### config.mk
export PLATFORM = sky130hd
export DESIGN_NAME = riscuva_intc
export DESIGN_NICKNAME = d
export VERILOG_FILES = /design/src/rtl/riscuva_intc.sv
export SDC_FILE = /design/constraint.sdc
export NUM_CORES = 1
export LEC_CHECK = 0
export BUFFER_PORTS_ARGS = -buffer_cell sky130_fd_sc_hd__buf_2
export CAP_MARGIN = 10
export CORE_UTILIZATION = 50
export DETAILED_ROUTE_END_ITERATION = 12
export PLACE_DENSITY_LB_ADDON = 0.25
export SLEW_MARGIN = 40
export SYNTH_ARGS = -nofsm -noshare
export SYNTH_HDL_FRONTEND = slang
export SYNTH_SLANG_ARGS = --single-unit
### constraint.sdc
create_clock -name clk -period 3.9 [get_ports clk]
set_input_delay 0.39 -clock clk [delete_from_list [all_inputs] [get_ports clk]]
set_output_delay 0.39 -clock clk [all_outputs]
set_load 0.01 [all_outputs]
### src/rtl/riscuva_intc.sv
// Vectored, nesting interrupt controller for the RISCuva core: prioritised channels, mask, nesting stack.
// Optional macro RISCUVA_INTC_EDGE_EN switches request inputs from level to latched rising-edge detection.
module riscuva_intc #(
    parameter int NUM_IRQ    = 4,
    parameter int PC_W       = 10,
    parameter int VEC_BASE   = 1,
    parameter int VEC_STRIDE = 2,
    parameter int NEST_DEPTH = 4
) (
    input  logic                          clk,
    input  logic                          reset,
    input  logic [NUM_IRQ-1:0]            irqReq,
    input  logic                          mayIRQ,
    input  logic                          eiStb,
    input  logic                          diStb,
    input  logic                          retiStb,
    input  logic                          maskWe,
    input  logic [NUM_IRQ-1:0]            maskData,
    output logic                          irqTake,
    output logic                          irqCall,
    output logic [PC_W-1:0]               irqVector,
    output logic [NUM_IRQ-1:0]            irqAck,
    output logic                          userEI,
    output logic [$clog2(NEST_DEPTH):0]   depth,
    output logic                          overflowErr,
    output logic                          underflowErr
);
    localparam int DW = $clog2(NEST_DEPTH) + 1;
    localparam int CW = $clog2(NUM_IRQ + 1);
    localparam int SW = (NEST_DEPTH > 1) ? $clog2(NEST_DEPTH) : 1;
    localparam logic [DW-1:0] DMAX = DW'(NEST_DEPTH);

    logic                 ei_q, call_q, ovf_q, unf_q;
    logic [NUM_IRQ-1:0]   mask_q, ack_q, ack_d;
    logic [DW-1:0]        depth_q, depth_d, top_idx;
    logic [PC_W-1:0]      vec_q;
    logic [CW-1:0]        stack_q [NEST_DEPTH];
    logic [NUM_IRQ-1:0]   src, pend;
    logic [CW-1:0]        win, cur;
    logic [31:0]          vec_full;
    logic                 prio_ok, take, ovf_cond, pop;

`ifdef RISCUVA_INTC_EDGE_EN
    logic [NUM_IRQ-1:0]   req_q, lat_q, lat_d, take_oh;

    // Clearing the taken channel first lets an edge in the same cycle re-arm the latch.
    always_comb begin
        take_oh = '0;
        for (int i = 0; i < NUM_IRQ; i++)
            if (take && CW'(i) == win) take_oh[i] = 1'b1;
        lat_d = (lat_q & ~take_oh) | (irqReq & ~req_q);
    end

    always_ff @(posedge clk) begin
        if (!reset) begin
            req_q <= '0;
            lat_q <= '0;
        end else begin
            req_q <= irqReq;
            lat_q <= lat_d;
        end
    end

    assign src = lat_q;
`else
    assign src = irqReq;
`endif

    assign pend    = src & mask_q & ~ack_q;
    assign top_idx = depth_q - DW'(1);
    assign cur     = (depth_q == '0) ? CW'(NUM_IRQ) : stack_q[top_idx[SW-1:0]];

    always_comb begin
        win = CW'(NUM_IRQ);
        for (int i = NUM_IRQ - 1; i >= 0; i--)
            if (pend[i]) win = CW'(i);
    end

    assign prio_ok  = (|pend) && (win < cur) && ei_q && mayIRQ;
    assign take     = prio_ok && !retiStb && (depth_q < DMAX);
    assign ovf_cond = prio_ok && (depth_q == DMAX);
    assign pop      = retiStb && (depth_q != '0);
    assign vec_full = 32'(VEC_BASE) + 32'(win) * 32'(VEC_STRIDE);

    always_comb begin
        ack_d   = ack_q;
        depth_d = depth_q;
        for (int i = 0; i < NUM_IRQ; i++) begin
            if (take && CW'(i) == win) ack_d[i] = 1'b1;
            if (pop && CW'(i) == cur)  ack_d[i] = 1'b0;
        end
        if (take)     depth_d = depth_q + DW'(1);
        else if (pop) depth_d = depth_q - DW'(1);
    end

    always_ff @(posedge clk) begin
        if (!reset) begin
            ei_q    <= 1'b0;
            mask_q  <= '1;
            ack_q   <= '0;
            depth_q <= '0;
            call_q  <= 1'b0;
            vec_q   <= '0;
            ovf_q   <= 1'b0;
            unf_q   <= 1'b0;
        end else begin
            if (diStb)      ei_q <= 1'b0;
            else if (eiStb) ei_q <= 1'b1;
            if (maskWe) mask_q <= maskData;
            ack_q   <= ack_d;
            depth_q <= depth_d;
            call_q  <= take;
            if (take) vec_q <= vec_full[PC_W-1:0];
            if (ovf_cond) ovf_q <= 1'b1;
            if (retiStb && depth_q == '0) unf_q <= 1'b1;
        end
    end

    // Stack contents are only meaningful below depth_q, so they need no reset.
    always_ff @(posedge clk) begin
        if (take) stack_q[depth_q[SW-1:0]] <= win;
    end

    assign irqTake      = take;
    assign irqCall      = call_q;
    assign irqVector    = vec_q;
    assign irqAck       = ack_q;
    assign userEI       = ei_q;
    assign depth        = depth_q;
    assign overflowErr  = ovf_q;
    assign underflowErr = unf_q;
endmodule

Word-level counts from Yosys, hierarchy flattened
Memories as Yosys holds them, arrays and structs flattened.
Index checks and enable logic that the tools add are counted.
Cells by class
  bitwise logic cells: 4
  reduce and logical (&&, ||, !) cells: 28
  eq/ne operators: 7
  magnitude comparators: 2
  add/sub/neg operators: 3
  mux-type cells: 9
Operators with widths (number)
  3-bit two-way mux: 7
  1-bit logical AND: 16
  2-bit by 3-bit equality test with 1-bit output (first input constant): 4
  2-bit OR reduction: 5
  3-bit logical NOT: 3
  4-bit bitwise AND: 2
  1-bit by 3-bit equality test with 1-bit output (first input constant): 2
  1-bit by 4-bit adder with 5-bit output (first input constant): 1
  4-bit NOT: 1
  4-bit OR reduction: 1
  3-bit by 1-bit adder with 3-bit output (second input constant): 1
  3-bit equality test (second input constant): 1
  3-bit < comparator: 1
  3-bit < comparator (second input constant): 1
  3-bit nonzero test: 1
  3-bit by 1-bit subtractor with 3-bit output (second input constant): 1
  1-bit two-way mux: 2
  2-bit nonzero test: 1
  1-bit logical NOT: 1
  1-bit NOT: 1
Storage, ports and cells
  logic and storage cells: 65
  output and inout port bits: 22
  register bits: 25
  input bits: 15
  memories: 1
  RAM bits: 12
Memories
  stack_q: words 4, bits a word 3, read ports 1, clocked after Yosys merged registers in 0, write ports 1, line 37  | logic [CW-1:0] stack_q [NEST_DEPTH];

Logic depth before layout (Yosys ltp)
  depth in word-level cells: 14
  gate-level depth with buffers: 10
  gate-level depth less buffers: 10

Worst setup path before layout
No wires, ideal clock.
  path type: reg2out
  start: register depth_q[0], in the netlist depth[0]
  end: output irqTake
  cell stages (with the launch flop): 10
  required time: 3510 ps
  arrival time: 2721 ps
  path slack: 789 ps
  cell sequence: dfxtp_1 inv_1 ha_1 mux4_1 nand2_1 ha_1 o21ai_0 a31o_4 o311ai_4 nor2_1
Between the ends
  word-level cells in the longest chain between the ends: 9
  elaborated cells on any way between the ends: 11
  those cells by class: 1 x add/sub; 2 x order compare; 1 x mux; 6 x reduce/logical; 1 x memory
Ends and longest elaborated chain
  start, declared: line 35  | logic [DW-1:0] depth_q, depth_d, top_idx;
  start signal, assigned: line 111  | depth_q <= depth_d;
  3-bit by 1-bit subtractor with 3-bit output
  memory read 4 x 3 bit
  3-bit two-way mux: line 71  | assign cur = (depth_q == '0) ? CW'(NUM_IRQ) : stack_q[top_idx[SW-1:0]];
  3-bit < comparator: line 79  | assign prio_ok = (|pend) && (win < cur) && ei_q && mayIRQ;
  1-bit logical AND (3 in series): line 79
  1-bit logical AND: line 80  | assign take = prio_ok && !retiStb && (depth_q < DMAX);
  1-bit logical AND (*): line 80
  end, declared: line 19  | output logic irqTake,
Every way passes the cells marked *; elsewhere a longest branch is shown, timed or not.

Final worst setup path
Ends and elaborated chain as after synthesis.

==> impl_metrics.ini <==
[timing]
skew_ps = 6.01
finalSetupTns_ps = 0
achievable-frequency_ghz = 0.276
post-route-period-util = 0.929
hold_viol = 0
grt_setup_unrepaired = no
final-max-slew-violation-count = 0
clock_period_minus_final_worst_setup_slack_ps = 3620
maxSlewHeadroom = 0.550
max_slew.worst_pin.slew_ps = 669
setup-violations-final = 0

[job]
maxCapViolations = 0

[placement]
finalWeightedCongestion = 0.920
postPlaceCellArea_um2 = 1680
detailedPlacementHpwl_mm = 2.31
place.port_buffers = 30

[power]
worst_ir_drop_vdd_v = 0.000275
power_density_nw_per_um2 = 493
total_leakage_power_nw = 0.752

[floorplan]
die_h_um = 57.4
num_rows = 19
core_region_area_um2 = 2830
die_footprint_um2 = 3290
ioPinCount = 37
die_w_um = 57.4
initial_core_util = 0.542

[critical_path]
crit_path_frequent_cell = sky130_fd_sc_hd__ha_1
critical_path_arrival_ps = 3230
crit_path_end_kind = primary output
criticalPathCategory = register to primary output
worstPathCellList = inv_1 -> ha_1 -> mux4_1 -> nand2_1 -> ha_1 -> o21ai_1 -> a31o_4 -> o311ai_4 -> nor2_1 -> buf_2
critPathMaxFanout = 8
worst_setup_path_start_kind = register
timing.critical_path.required_ps = 3510
critical-path-slowest-cell = sky130_fd_sc_hd__dfxtp_1
critPathMaxStageDelay_ps = 520

[detailed_routing]
detailroute.via_count = 1162
dr_iter_0_viols = 40
antenna_left = 0
per_cell_via_count_in_the_routed_design = 5.78
dr.pass1.iters = 11
post_drt_wl_per_cell_um = 15.4
detail_route.drc_violations = 5
totalWireLength_mm = 3.10

[cts]
number_of_buffers_created_by_cts = 5
cts_sinks = 31
clk_pin_slew_ps = 90
postCtsSetupRepairBufs = 0
cts.hold.buffers_added = 0
ctsResizeCount = 0
worst_skew_pair.late_latency_ps = 330
cts_tree = yes
htreeDepth = 2
clock_tree.buffer_depth = 2
cts_root_buf = sky130_fd_sc_hd__clkbuf_4

[yosys]
synth_ff_type = sky130_fd_sc_hd__dfxtp_1
post_synthesis_sequential_area_ratio = 0.483
synth_enable_flop_cells = 12
post_synth_main_area_contributors = sky130_fd_sc_hd__dfxtp_1 (25%), sky130_fd_sc_hd__edfxtp_1 (24%), sky130_fd_sc_hd__ha_1 (5.7%), sky130_fd_sc_hd__nand2_1 (3.7%), sky130_fd_sc_hd__mux4_1 (3.4%)
share_of_yosys_cell_area_claimed_by_the_top_area_cell_type = 0.248
synth_cell_types = 37
flip_flop_and_latch_count_after_synthesis = 31
synthesis.area_per_instance_um2 = 11.2
yosys_warnings = 0
synth_top_cell_by_area = sky130_fd_sc_hd__dfxtp_1
synthCells = 137
post_synthesis_instance_area_um2 = 1530
synth_async_sr_flop_share = 0

[finish]
final-seq-area_um2 = 741
multi_input_comb_area_um2 = 739
fraction_of_final_layout_cells_sized_beyond_drive_strength_1 = 0.276
num-nets-final = 191
area.growth.synth_to_final_pct = 12.8
stdcell_area_um2 = 1730
n_antenna_cell = 0
fill_cells = 240

[global_route]
grt_pass1_vias = 1071
overflow = 0
grt_max_degree = 21
global_route_wire_length_before_repair_mm = 5.12
antenna_violations_before_repair = 0
grt.total_usage = 0.209

[status]
failing_checks = DRC
outcome = finished with violations

[min_path]
min_delay_path_class = input pin to register
## logic make-up (layout without fill, tap and decap cells)
kind of cell               after synthesis  in the layout  share of synthesized area
AOI/OAI and AO/OA                       27             27                      0.158
buffers and inverters                   13             41                     0.0465
adders and majority gates                7              7                     0.0571
and+or+nand+nor                         50             50                      0.171
muxes                                    8              8                     0.0816
other                                    1              6                    0.00245
DFF                                     31             31                      0.483
## path summary, 6_finish.rpt
kind / cells past startpoint / startpoint / slack, ps / end
worst max-delay path: 10 / depth[0]$_SDFFE_PN0P_ / 280 / irqTake
worst min register to register: 2 / irqVector[3]$_SDFFE_PN0P_ / 430 / irqVector[3]$_SDFFE_PN0P_
worst min-delay path: 2 / diStb / 210 / userEI$_SDFFE_PP0P_
worst max register to register: 9 / depth[0]$_SDFFE_PN0P_ / 730 / stack_q[1][2]$_DFFE_PP_
## registers in the layout (all words and copies together) (netlist names)
name	count
stack_q	12
irqAck	4
irqVector	4
mask_q	4
depth	3
irqCall	1
overflowErr	1
underflowErr	1
userEI	1
## per-layer routing
metal,part of all wire,global-route usage,vias to the layer above,routed length [um]
met2,0.46,0.331,43,1440
li1,-,-,563,-
met3,0.061,0.0522,8,188
met1,0.45,0.261,548,1400
met5,0,0,-,0
met4,0.023,0.118,0,72
## through the flow
stage / setup WS, ps / hold WS [ps] / std cells / utilization / power [mW]
floorplan: 789 / 442 / 142 / - / 0.610
global placement: 632 / 416 / 193 / 0.594 / 0.677
detailed placement: 447 / 421 / 193 / 0.594 / 0.686
CTS: 68.9 / 201 / 201 / 0.611 / 0.857
global route: 12.9 / 212 / 201 / 0.611 / 0.905
finish: 277 / 208 / 201 / 0.611 / 0.853
## area by class of cell
| type | instances | area share |
|---|---|---|
| Clock buffer | 6 | 0.0239 |
| Clock inverter | 2 | 0.00434 |
| Inverter | 3 | 0.00651 |
| Multi-Input combinational cell | 98 | 0.428 |
| Sequential cell | 31 | 0.428 |
| Tap cell | 31 | 0.0224 |
| Timing Repair Buffer | 30 | 0.0868 |
## where the power goes
group / internal (mW) / leakage (nW) / switching [mW]
registers: 0.358 / 0.265 / 0.0261
clock network: 0.0666 / 0.0273 / 0.104
logic: 0.117 / 0.460 / 0.181
## cells in the final DEF, fill, tap and decap left out, types with 3 or more instances in the layout
cell	n
sky130_fd_sc_hd__a21boi_0	4
sky130_fd_sc_hd__a21oi_1	3
sky130_fd_sc_hd__a31oi_1	3
sky130_fd_sc_hd__and3_2	4
sky130_fd_sc_hd__buf_2	30
sky130_fd_sc_hd__clkbuf_4	5
sky130_fd_sc_hd__conb_1	6
sky130_fd_sc_hd__dfxtp_1	19
sky130_fd_sc_hd__edfxtp_1	12
sky130_fd_sc_hd__ha_1	7
sky130_fd_sc_hd__inv_1	3
sky130_fd_sc_hd__mux2i_1	5
sky130_fd_sc_hd__nand2_1	15
sky130_fd_sc_hd__nand3_1	3
sky130_fd_sc_hd__nand3b_1	5
sky130_fd_sc_hd__nor2_1	11
sky130_fd_sc_hd__nor2b_1	3
sky130_fd_sc_hd__o21a_1	4
## critical path, delay by kind of cell, from the launching register on
family,cells,cell delay (ps)
multiplexers,1,410
buffers and inverters,2,320
flip-flops,1,520
adder cells (fa/ha/maj),2,650
AO/OA/AOI/OAI,3,660
AND/OR/NAND/NOR,2,330
## synth_stat cells, types with 2 or more instances
library cell / n
sky130_fd_sc_hd__nor2b_1: 3
sky130_fd_sc_hd__nand3_1: 3
sky130_fd_sc_hd__dfxtp_1: 19
sky130_fd_sc_hd__a21oi_1: 3
sky130_fd_sc_hd__a31oi_1: 3
sky130_fd_sc_hd__o21ai_0: 3
sky130_fd_sc_hd__clkbuf_1: 4
sky130_fd_sc_hd__nand2_1: 15
sky130_fd_sc_hd__o21a_1: 4
sky130_fd_sc_hd__edfxtp_1: 12
sky130_fd_sc_hd__a21boi_0: 4
sky130_fd_sc_hd__nor4_1: 2
sky130_fd_sc_hd__nand3b_1: 5
sky130_fd_sc_hd__and3_2: 4
sky130_fd_sc_hd__mux4_1: 2
sky130_fd_sc_hd__mux2i_1: 5
sky130_fd_sc_hd__a41oi_1: 2
sky130_fd_sc_hd__buf_4: 6
sky130_fd_sc_hd__nor2_1: 11
sky130_fd_sc_hd__ha_1: 7
sky130_fd_sc_hd__inv_1: 3
sky130_fd_sc_hd__o221a_2: 2
Power figures use the tool's default switching activity.
